==> src/rtl/ram_porta_arbiter.sv <==
// ---------------------------------------------------------------------------
// ram_porta_arbiter
//
// Shares port A of the 2048x8 dual-port station RAM between two requesters:
//   requester 0 - communication frame engine
//   requester 1 - control / diagnostic logic
// Single-byte accesses are serialised with round-robin priority. The RAM
// A-side address, data and write enable come straight from registers, and
// read data is steered back to whichever requester issued the read.
//
// Handshake (REQx / GNTx): a requester raises REQx with WRx/ADDRx/WDATAx
// valid and holds all of them until it sees GNTx=1 in the same cycle. The
// access is accepted on the clock edge that ends a GNTx cycle. After that
// edge the requester may drop REQx or present its next access. Dropping REQx
// without a grant abandons the access; nothing reaches the RAM.
//
// Ports:
//   CLK, RST_N             clock (also RAM A_CLK), async active-low reset
//   REQx, WRx              request, 1 = write / 0 = read
//   ADDRx, WDATAx          byte address and write data
//   GNTx                   combinational grant (depends on REQ0/REQ1/pointer)
//   RVALIDx                registered, RDATA belongs to requester x this cycle
//   RDATA                  shared read data, equal to RAM_DOUT
//   RAM_ADDR/DIN/WEN       registered drive into RAM port A
//   RAM_DOUT               RAM port A data out (registered inside wrapper)
//   BUSY                   registered, a RAM cycle or read is in progress
// ---------------------------------------------------------------------------
module ram_porta_arbiter #(
    parameter int AW     = 11,
    parameter int DW     = 8,
    parameter int RD_LAT = 3
) (
    input  logic          CLK,
    input  logic          RST_N,
    input  logic          REQ0,
    input  logic          REQ1,
    input  logic          WR0,
    input  logic          WR1,
    input  logic [AW-1:0] ADDR0,
    input  logic [AW-1:0] ADDR1,
    input  logic [DW-1:0] WDATA0,
    input  logic [DW-1:0] WDATA1,
    output logic          GNT0,
    output logic          GNT1,
    output logic          RVALID0,
    output logic          RVALID1,
    output logic [DW-1:0] RDATA,
    output logic [AW-1:0] RAM_ADDR,
    output logic [DW-1:0] RAM_DIN,
    output logic          RAM_WEN,
    input  logic [DW-1:0] RAM_DOUT,
    output logic          BUSY
);

    // Round-robin pointer: 0 = requester 0 wins a contested cycle.
    logic              ptr_q, ptr_d;
    logic [AW-1:0]     ram_addr_q, ram_addr_d;
    logic [DW-1:0]     ram_din_q, ram_din_d;
    logic              ram_wen_q, ram_wen_d;
    // Read-tag pipeline, one-hot per requester: tagN_q[k] set means a read
    // for requester N was granted k+1 cycles ago. Stage 0 doubles as the
    // registered "read issued" flag.
    logic [RD_LAT-1:0] tag0_q, tag0_d;
    logic [RD_LAT-1:0] tag1_q, tag1_d;
    logic              busy_q, busy_d;

    logic              gnt0, gnt1;
    logic              rd_push0, rd_push1;

    // Grant: a pure function of REQ0, REQ1 and the pointer. Gated by RST_N so
    // nothing is granted while reset is held.
    always_comb begin
        gnt0 = RST_N & REQ0 & (~REQ1 | ~ptr_q);
        gnt1 = RST_N & REQ1 & (~REQ0 |  ptr_q);
    end

    // Next-state logic for all registers.
    always_comb begin
        ptr_d      = ptr_q;
        ram_addr_d = ram_addr_q;
        ram_din_d  = ram_din_q;
        ram_wen_d  = 1'b0;
        rd_push0   = 1'b0;
        rd_push1   = 1'b0;

        if (gnt0) begin
            ptr_d      = 1'b1;
            ram_addr_d = ADDR0;
            ram_din_d  = WDATA0;
            ram_wen_d  = WR0;
            rd_push0   = ~WR0;
        end else if (gnt1) begin
            ptr_d      = 1'b0;
            ram_addr_d = ADDR1;
            ram_din_d  = WDATA1;
            ram_wen_d  = WR1;
            rd_push1   = ~WR1;
        end

        tag0_d = {tag0_q[RD_LAT-2:0], rd_push0};
        tag1_d = {tag1_q[RD_LAT-2:0], rd_push1};

        // BUSY is registered from next-state values so it lines up with the
        // RAM_WEN cycle and with every cycle a read tag is still in flight.
        busy_d = ram_wen_d | (|tag0_d) | (|tag1_d);
    end

    always_ff @(posedge CLK or negedge RST_N) begin
        if (!RST_N) begin
            ptr_q      <= 1'b0;
            ram_addr_q <= '0;
            ram_din_q  <= '0;
            ram_wen_q  <= 1'b0;
            tag0_q     <= '0;
            tag1_q     <= '0;
            busy_q     <= 1'b0;
        end else begin
            ptr_q      <= ptr_d;
            ram_addr_q <= ram_addr_d;
            ram_din_q  <= ram_din_d;
            ram_wen_q  <= ram_wen_d;
            tag0_q     <= tag0_d;
            tag1_q     <= tag1_d;
            busy_q     <= busy_d;
        end
    end

    // The last tag stage lines up with RAM_DOUT for the same access:
    // 1 cycle in RAM_ADDR register + 2 cycles in RAM and wrapper register.
    always_comb begin
        GNT0     = gnt0;
        GNT1     = gnt1;
        RVALID0  = tag0_q[RD_LAT-1];
        RVALID1  = tag1_q[RD_LAT-1];
        RDATA    = RAM_DOUT;
        RAM_ADDR = ram_addr_q;
        RAM_DIN  = ram_din_q;
        RAM_WEN  = ram_wen_q;
        BUSY     = busy_q;
    end

endmodule
==> config.mk <==
export PLATFORM = sky130hd
export DESIGN_NAME = ram_porta_arbiter
export DESIGN_NICKNAME = d
export VERILOG_FILES = /design/src/rtl/ram_porta_arbiter.sv
export SDC_FILE = /design/constraint.sdc
export NUM_CORES = 1
export LEC_CHECK = 0
export CAP_MARGIN = 25
export CELL_PAD_IN_SITES_DETAIL_PLACEMENT = 1
export CELL_PAD_IN_SITES_GLOBAL_PLACEMENT = 1
export CORE_UTILIZATION = 23
export DETAILED_ROUTE_END_ITERATION = 8
export DONT_BUFFER_PORTS = 1
export PLACE_DENSITY = 0.5
export SYNTH_ARGS = -nofsm -noshare
export SYNTH_HDL_FRONTEND = slang
export SYNTH_SLANG_ARGS = --single-unit
==> constraint.sdc <==
create_clock -name CLK -period 1.5 [get_ports CLK]
set_input_delay 0.15 -clock CLK [delete_from_list [all_inputs] [get_ports CLK]]
set_output_delay 0.15 -clock CLK [all_outputs]
set_load 0.01 [all_outputs]
Yosys cells after proc, flatten, opt, wreduce, memory -nomap -nowiden
Cells that the tools add are included.
{"block": "totals", "ff_bits": 28, "input_bits": 52, "out_inout_bits": 33, "wordCells": 34}
{"block": "classes", "n_mux": 11, "n_bitwise": 13, "n_reduce_logical": 3}
{"operator": "11-bit two-way mux", "count": 2}
{"operator": "8-bit two-way mux", "count": 2}
{"operator": "1-bit two-way mux", "count": 7}
{"operator": "3-bit OR reduction", "count": 2}
{"operator": "1-bit NOT", "count": 5}
{"operator": "1-bit bitwise AND", "count": 4}
{"operator": "1-bit bitwise OR", "count": 4}
{"operator": "2-bit nonzero test", "count": 1}

Depth between registers and ports, before layout
{"block": "depth", "depth_word": 7, "ltp_mapped": 5, "depth_no_buf": 3}

Least setup slack after synthesis
Ideal clock, no wire load.
{"block": "synth_timing", "kind": "flip-flop to flip-flop", "startpoint": "reg ptr_q", "endpoint": "reg ram_addr_q[4] (netlist: RAM_ADDR[4])", "setup_time_ps": 82, "arrival_time_ps": 1151, "required_ps": 1418, "path_slack_ps": 267, "stages_incl_launch_ff": 5, "path_buffers": 1, "synth_period_minus_slack_ps": 1233, "cell_sequence": "dfrtp_1 > and2_4 > buf_6 > or3b_1 > a31oi_1"}
{"block": "synth_via", "elab_chain_cells": 4, "word_cells_on_any_way": 7, "classes_between": "mux: 1; bitwise: 5; reduce/logical: 1"}
{"element": "start, declared", "line": "56", "source": "logic ptr_q, ptr_d;"}
{"element": "start signal, assigned", "line": "118", "source": "ptr_q <= ptr_d;"}
{"element": "1-bit NOT", "line": "73", "source": "gnt0 = RST_N & REQ0 & (~REQ1 | ~ptr_q);"}
{"element": "1-bit bitwise OR", "line": "73"}
{"element": "1-bit bitwise AND", "line": "73"}
{"element": "11-bit two-way mux or 2-bit nonzero test (tied branches)"}
{"element": "end signal, assigned", "line": "119", "source": "ram_addr_q <= ram_addr_d;"}
{"element": "end, declared", "line": "57", "source": "logic [AW-1:0] ram_addr_q, ram_addr_d;"}
Parallel ways exist; a longest one is shown, timed or not.
A chain may end at the register's enable or synchronous reset.

Worst setup path after layout
{"block": "layout_timing", "startpoint": "reg ptr_q", "endpoint": "reg ram_din_q[5] (netlist: RAM_DIN[5])"}
{"block": "layout_via", "elab_chain_cells": 4, "word_cells_on_any_way": 7, "classes_between": "mux: 1; bitwise: 5; reduce/logical: 1"}
{"element": "1-bit NOT", "line": "73"}
{"element": "1-bit bitwise OR", "line": "73"}
{"element": "1-bit bitwise AND", "line": "73"}
{"element": "8-bit two-way mux or 2-bit nonzero test (tied branches)"}
{"element": "end signal, assigned", "line": "120", "source": "ram_din_q <= ram_din_d;"}
{"element": "end, declared", "line": "58", "source": "logic [DW-1:0] ram_din_q, ram_din_d;"}
Parallel ways exist; a longest one is shown, timed or not.

==> metrics <==
status complete, no violations; Die ar. 6310 µm²; CP max FO 43; vias in the first global route roughly 1100; root buffer cell clkbuf_8; syn nets around 190; Clock transition at path regs 100 ps; RSZ-0062 raised after global routing false; synth warn 0; Setup Fix Bufs, Post-CTS 0; crit path kind reg2reg; drt pass-1 iters 2; crit share post-route 0.889; Worst Setup Start Kind register; die width approximately 79 µm; Post-CTS Hold Buffers 4; Seq/Total Area, Yosys 0.508; IO buf count 0; Ant. Diodes 0; Synth Area in XOR/XNOR 0; setup violators final 0; Avg WL per Cell roughly 16 µm; cell count after synthesis 140; Initial Util 0.245; hold path startpoint ADDR1[1]; I/O pins 85; Slew headroom 0.743; Max stage delay on crit path about 430 ps; placed wire-length estimate approximately 2400 µm; post-synthesis adder-cell area fraction 0; Vias/cell ~5; reg-to-reg endpoint RAM_DIN[5]$_DFFE_PN0P_; TritonCTS clock tree done; critical path's slowest cell or3b_1; maximum root-to-sink buffer count 2; Post-Syn Area per Cell between 9 and 10 µm²; critical-path cell list and2_4 > or3b_1 > a31oi_1; cell depth of the worst hold path 2; endpoint of the worst hold path RAM_ADDR[1]$_DFFE_PN0P_; pins over their slew limit 0; starting DRC count in detailed routing 40; Mapped Area between 1000 and 1500 µm²; mux share of post-synthesis cell area 0; Area growth, synth to finish 7.89%; P_leak roughly 0.57 nW; max_cap viols 0; arrival time of the worst setup path 1540 ps; total chip power between 1.5 and 2 mW; post-synth top area share 0.508; Period minus WS final roughly 1300 ps; Post-CTS Resized 0; Final Hold Fails 0; Num CTS Buffers 3; drt total wl 3340 µm; simple-gate share of the synthesized area 0.210; cell area power density 1190 nW/µm²; Detail Route Antenna Nets 0; Least-Margin Pin Slew about 390 ps; Post-route DRC 0; Crit. End Element register; main combinational cell family by area after synthesis simple AND/OR/NAND/NOR gates; Final #Nets 184; Max H-tree Level 1; core area 5640 µm²; GRT Total Usage 0.112; worst r2r path cells 3; Synth Register Bits 28; setup TNS 0 ps; final core occ 0.264; via count roughly 1000; reg2reg start ptr_q$_DFFE_PN0P_; Yosys cell types 21; Vert. Die Dim ~80 µm; top post-synthesis cells by area dfrtp_1, or3b_1, a31oi_1; CTS Sinks 28; Synth area leader dfrtp_1; Compound-Gate Fraction of Synth Area 0.180; Clock Latency Late Sink 270 ps; CP Data Required Time 1700 ps; grt ovf 0; largest net degree at the start of global routing 44; Max Freq approximately 750 MHz; Final GP Congestion slightly below 0.7; maximum VDD drop between 0.3 and 0.4 mV; worst clock skew 3.62 ps; R2R Setup Slk roughly 170 ps; FP Rows 27; initial antenna violation count 0; share of cells above drive strength 1 0.0763; global-route wire length before repair about 5400 µm; HP Class in2reg
[worst max-delay path: cells and delay by family (launching register included)]
family | cells | cell delay [ps]
AOI/OAI and AO/OA | 1 | 170
DFF | 1 | 390
and+or+nand+nor | 2 | 710
[registers in the layout, summed over array words and instances, names as in the netlist]
register  count
RAM_ADDR     11
ptr_q         1
tag0_q        3
RAM_DIN       8
tag1_q        3
RAM_WEN       1
BUSY          1
[cells in the mapped netlist]
cell / number
dfrtp_1: 28
nor2_1: 20
o21ai_1: 20
or3b_1: 20
a31oi_1: 19
buf_4: 8
clkbuf_1: 5
buf_6: 4
a21oi_1: 2
buf_2: 2
nand2_1: 2
and2_4: 1
buf_1: 1
inv_1: 1
nand2_2: 1
nor2b_1: 1
nor3_1: 1
nor4_1: 1
o21a_1: 1
o21ai_0: 1
o22ai_1: 1
[stage by stage]
stage	hold slack [ps]	setup WS [ps]	cell area (µm²)	std cells
6_report	36.4	166	1490	203
5_1_grt	33.7	59.5	1490	203
4_1_cts	24.2	159	1490	203
3_5_place_dp	-145	162	1370	195
3_3_place_gp	-145	213	1370	195
2_1_floorplan	-146	267	1380	140
[cell families after synthesis]
group                  count (synthesis)
AND/OR/NAND/NOR                       47
AO/OA/AOI/OAI                         44
flip-flops                            28
buffers and inverters                 21
[report_power, final]
part           internal, mW  switching [mW]
registers             0.841          0.0989
clock network         0.357           0.244
logic                0.0979           0.135
total                  1.30           0.478
[cells in the final DEF, fill, tap and decap left out]
cell type	Yosys	routed
buf_4	8	2
dlygate4sd3_1	0	3
nor2b_1	1	1
a31oi_1	19	19
or3b_1	20	20
dfrtp_1	28	28
nor4_1	1	1
buf_12	0	2
inv_1	1	1
bufinv_16	0	1
o21ai_1	20	20
a21oi_1	2	2
and2_4	1	1
clkbuf_8	0	3
o22ai_1	1	1
nor3_1	1	1
nor2_1	20	20
nand2_1	2	2
nand2_2	1	1
o21ai_0	1	1
o21a_1	1	1
[worst max path at each step]
stage / cells past startpoint / to / slack [ps] / start
5_1_grt: 3 / RAM_DIN[1]$_DFFE_PN0P_ / 60 / ptr_q$_DFFE_PN0P_
2_1_floorplan: 4 / RAM_ADDR[4]$_DFFE_PN0P_ / 270 / ptr_q$_DFFE_PN0P_
3_3_place_gp: 3 / RAM_ADDR[10]$_DFFE_PN0P_ / 210 / ptr_q$_DFFE_PN0P_
4_1_cts: 2 / GNT0 / 160 / ptr_q$_DFFE_PN0P_
3_5_place_dp: 3 / RAM_ADDR[0]$_DFFE_PN0P_ / 160 / ptr_q$_DFFE_PN0P_
6_report: 3 / RAM_DIN[5]$_DFFE_PN0P_ / 170 / ptr_q$_DFFE_PN0P_
[area by class of cell]
class	instances	area (µm²)
fillers	638	4150
inverters	1	3.75
repair buffers	7	85.1
clock buffers	3	41.3
well taps	72	90.1
flip-flops and latches	28	701
clock inverters	1	30.0
multi-input cells	91	538
[layer usage]
layer	part of all wire	routed length [µm]	global-route usage
met1	0.39	1310	0.135
met2	0.47	1580	0.176
met4	0.019	65	0.0491
met5	0	0	0
met3	0.11	380	0.0411
Power figures use the tool's default switching activity.
